--- src/rtl/scaled_clock_bank.sv ---
// Bank of independent programmable clock dividers on inclk, each with a run enable,
// a double-buffered half-period divisor and a rising-edge tick strobe.
module scaled_clock_bank #(
    parameter int CHANNELS    = 3,
    parameter int CNT_W       = 28,
    parameter int DEFAULT_DIV = 5000000,
    localparam int CH_W       = (CHANNELS > 1) ? $clog2(CHANNELS) : 1
) (
    input  logic                inclk,
    input  logic                reset_n,
    input  logic [CHANNELS-1:0] ena,
    input  logic                cfg_we,
    input  logic [CH_W-1:0]     cfg_ch,
    input  logic [CNT_W-1:0]    cfg_div,
    output logic [CHANNELS-1:0] clk_out,
    output logic [CHANNELS-1:0] tick
);

    localparam logic [CNT_W-1:0] DIV_RST = CNT_W'(DEFAULT_DIV);

    for (genvar i = 0; i < CHANNELS; i++) begin : g_ch
        logic [CNT_W-1:0] count;
        logic [CNT_W-1:0] div_active;
        logic [CNT_W-1:0] div_shadow;
        logic             clk_q;
        logic             tick_q;
        logic             wr_hit;

        // Out-of-range channel indices never match any i, so such writes fall away.
        assign wr_hit = cfg_we && (int'(cfg_ch) == i);

        always_ff @(posedge inclk or negedge reset_n) begin
            if (!reset_n) begin
                count      <= '0;
                clk_q      <= 1'b0;
                tick_q     <= 1'b0;
                div_active <= DIV_RST;
                div_shadow <= DIV_RST;
            end else begin
                if (wr_hit)
                    div_shadow <= cfg_div;

                if (!ena[i]) begin
                    count      <= '0;
                    clk_q      <= 1'b0;
                    tick_q     <= 1'b0;
                    div_active <= div_shadow;
                end else if (count == div_active) begin
                    // Shadow sampled before this edge: a same-cycle write waits one more half-period.
                    count      <= '0;
                    clk_q      <= ~clk_q;
                    tick_q     <= ~clk_q;
                    div_active <= div_shadow;
                end else begin
                    count      <= count + 1'b1;
                    tick_q     <= 1'b0;
                end
            end
        end

        assign clk_out[i] = clk_q;
        assign tick[i]    = tick_q;
    end

endmodule
--- config.mk ---
export PLATFORM = sky130hd
export DESIGN_NAME = scaled_clock_bank
export DESIGN_NICKNAME = d
export VERILOG_FILES = /design/src/rtl/scaled_clock_bank.sv
export SDC_FILE = /design/constraint.sdc
export NUM_CORES = 1
export LEC_CHECK = 0
export CORE_MARGIN = 2
export CORE_UTILIZATION = 30
export CTS_CLUSTER_SIZE = 8
export DETAILED_ROUTE_END_ITERATION = 6
export DONT_BUFFER_PORTS = 1
export PLACE_DENSITY = 0.42
export SYNTH_ARGS = -nofsm -noshare
export SYNTH_HDL_FRONTEND = slang
export SYNTH_SLANG_ARGS = --single-unit
export TNS_END_PERCENT = 1
--- constraint.sdc ---
create_clock -name inclk -period 1.85 [get_ports inclk]
set_input_delay 0.185 -clock inclk [delete_from_list [all_inputs] [get_ports inclk]]
set_output_delay 0.185 -clock inclk [all_outputs]
set_load 0.02 [all_outputs]
==> results.json <==
{
  "seq_area_um2": 6520,
  "port_buffers": 0,
  "syn_inst": 903,
  "worstHoldPathType": "primary input to async pin",
  "rrSetupSlack_ns": -0.21,
  "netlist_area_um2": 11600,
  "cts_root_buf": "clkbuf_16",
  "hold_viol_final": 258,
  "final_cells": 1596,
  "ys_types": 38,
  "start_kind": "register",
  "grt_pass1_vias": 7494,
  "placed_cells": 1493,
  "boundaryPins": 42,
  "multiInputGateArea_um2": 5030,
  "fin_ws_ns": -0.212,
  "vias_per_cell": 4.40,
  "clockBufferDepth": 3,
  "avgSynthCellArea_um2": 12.8,
  "slew_violations": 0,
  "clock_latency_ns": 0.55,
  "track_usage_pct": 14.4,
  "core_area_um2": 37800,
  "fmax_mhz": 485,
  "die_w_um": 200,
  "synthAdderAreaFrac_pct": 0.325,
  "rsz0062_at_grt": "true",
  "mostFrequentLayoutCells": "dfrtp_1 (210), mux2_2 (114), xnor2_1 (111)",
  "setup_viol": 132,
  "drive_above_1_share_pct": 37.4,
  "endpoint_kind": "register",
  "ys_seq_area_share_pct": 56.4,
  "rr_startpoint": "g_ch[0].div_active[14]",
  "die_y_um": 200,
  "drcViolationCount": 0,
  "yosys-mux-area-fraction_pct": 16.6,
  "antenna_found_initial": 4,
  "gp_congestion": 0.735,
  "fin_worst_skew_ns": 0.0269,
  "cts_made_buffers": 39,
  "yosys.area_share.simple_pct": 11.6,
  "cts_sinks": 258,
  "synth_top_family_by_area": "multiplexers",
  "detail_route.wl_per_cell_um": 17.4,
  "yosysWarnings": 0,
  "pwr_density_cell_nw_per_um2": 1080,
  "cts.htree.levels": 2,
  "critical_path_required_ns": 2.26,
  "fin_crit_sh_pct": 111,
  "ys_ff_latch": 258,
  "cts_tree": "yes",
  "drv_cap": 0,
  "crit_fanout": 15,
  "final_net_count": 1094,
  "grt_overflow": 0,
  "synth_compound_area_share_pct": 0.433,
  "path_clk_slew_ns": 0.05,
  "cp-startpoint": "g_ch[0].div_active[14]",
  "fillers": 3757,
  "worstReg2RegEnd": "g_ch[0].div_active[23]",
  "grt_max_degree": 259,
  "max_slew_margin_pct": 57.6,
  "postCtsHoldBufs": 31,
  "start_util_pct": 30.5,
  "num_vias": 7015,
  "grt_pass1_wl_mm": 44.7,
  "ir_drop_uv": 635,
  "worstRegToRegCells": 6,
  "worst_slew_pin_slew_ns": 0.637,
  "syn2layout_area_growth_pct": 27.2,
  "p_leak_nw": 6.29,
  "post-route-min-period_ns": 2.06,
  "antenna_left": 0,
  "tns_ns": -15.25,
  "routed_wl_mm": 27.8,
  "dr.pass1.iters": 4,
  "rows": 71,
  "drt_iter0_markers": 246,
  "layout_commonest_cell": "dfrtp_1",
  "criticalPathCategory": "register to register",
  "whs_ns": -0.630,
  "cp.arrival_ns": 2.47,
  "hpwl_mm": 19.0,
  "violations": "hold timing, setup timing",
  "outcome": "finished with violations",
  "synthXorXnorAreaFrac_pct": 12.1,
  "synth_fp_nets": 942,
  "dieArea_um2": 40100,
  "cp-endpoint": "g_ch[0].div_active[23]"
}
-- through the flow --
stage	cell area, um^2	worst slack, ns	util (%)	hold slack, ns	total power, mW
final	14700	-0.212	38.9	-0.630	15.8
after global routing	14700	-0.310	38.8	-0.667	16.6
after CTS	14600	-0.230	38.7	-0.667	16.1
after detailed placement	13100	-0.303	34.5	-0.0882	9.08
after global placement	13100	-0.298	34.5	-0.0868	9.06
after floorplan	11800	-0.0759	-	-0.111	8.49
-- where the power goes --
part	leakage [nW]	total [mW]	internal [mW]	switching [mW]
Combinational	2.56	1.84	1.25	0.589
Clock	0.550	6.69	4.11	2.57
Sequential	3.18	7.28	6.63	0.650
-- sequential cells by signal, indices dropped and copies added, names as in the netlist --
register and count:
g_ch.count 84, g_ch.clk_q 3, g_ch.tick_q 3, g_ch.div_shadow 84
g_ch.div_active 84
-- synthesized netlist by cell type, drive strengths merged --
cell	instances	area [um^2]
dfrtp	210	5260
mux2	168	1890
xnor2	112	981
nor2	95	357
dfstp	48	1260
xor2	48	420
nand4	36	262
buf	29	225
nand3	28	140
nand2	25	93.8
and3	22	138
nor3	12	70.1
nor4	12	75.1
inv	10	37.5
and4	8	72.6
clkbuf	8	30.0
and2	6	37.5
a31o	3	26.3
ha	3	37.5
mux2i	3	30.0
nand2b	3	18.8
or3	3	23.8
a21oi	2	13.8
nand3b	2	15.0
o21ai	2	10.0
or2	2	12.5
nand4bb	1	11.3
nor2b	1	6.26
nor3b	1	7.51
-- per-layer routing --
layer	vias to the layer above	GRT usage (%)	part of all wire [%]
met4	4	4.29	2.1
met1	3458	20.2	49
met5	-	0	0.086
met2	88	22.0	45
li1	3412	-	-
met3	53	3.32	3.7
-- how the worst min path moves through the flow --
stage | startpoint | end | slack, ns
6_report | reset_n | g_ch[1].tick_q | -0.63
3_3_place_gp | reset_n | g_ch[1].tick_q | -0.09
2_1_floorplan | reset_n | g_ch[0].clk_q | -0.11
4_1_cts | reset_n | g_ch[0].count[22] | -0.67
5_1_grt | reset_n | g_ch[1].tick_q | -0.67
3_5_place_dp | reset_n | g_ch[1].tick_q | -0.09
-- area by class of cell --
class,count,area share [%]
Timing Repair Buffer,148,9.02
Tap cell,511,4.35
Sequential cell,258,44.3
Inverter,10,0.255
Antenna cell,2,0.0340
Multi-Input combinational cell,598,34.2
Clock inverter,4,0.434
Clock buffer,65,7.37
-- cells by family (layout without fill, tap and decap cells) --
logic type,Yosys count,after routing
other,0,2
xor gates and xnor gates,160,160
muxes,171,171
AOI/OAI and AO/OA,7,7
and+or+nand+nor,257,257
DFF,258,258
buffers and inverters,47,227
adders and majority gates,3,3
-- timing repair --
| action | in CTS | in global routing |
|---|---|---|
| resized for setup | 25 | 14 |
| setup endpoints to repair | 162 | 165 |
| setup buffers | 1 | 0 |
| pin swaps | 20 | 4 |
| endpoints found under the hold margin | 351 | 258 |
-- critical path: stages (launching register included) --
cell	delay, ns
dfstp_2	0.55
xnor2_1	0.12
nand4_1	0.12
nor4_2	0.32
a31o_2	0.31
buf_12	0.19
mux2_4	0.30
Note: power is estimated with default switching activity, not from simulation.
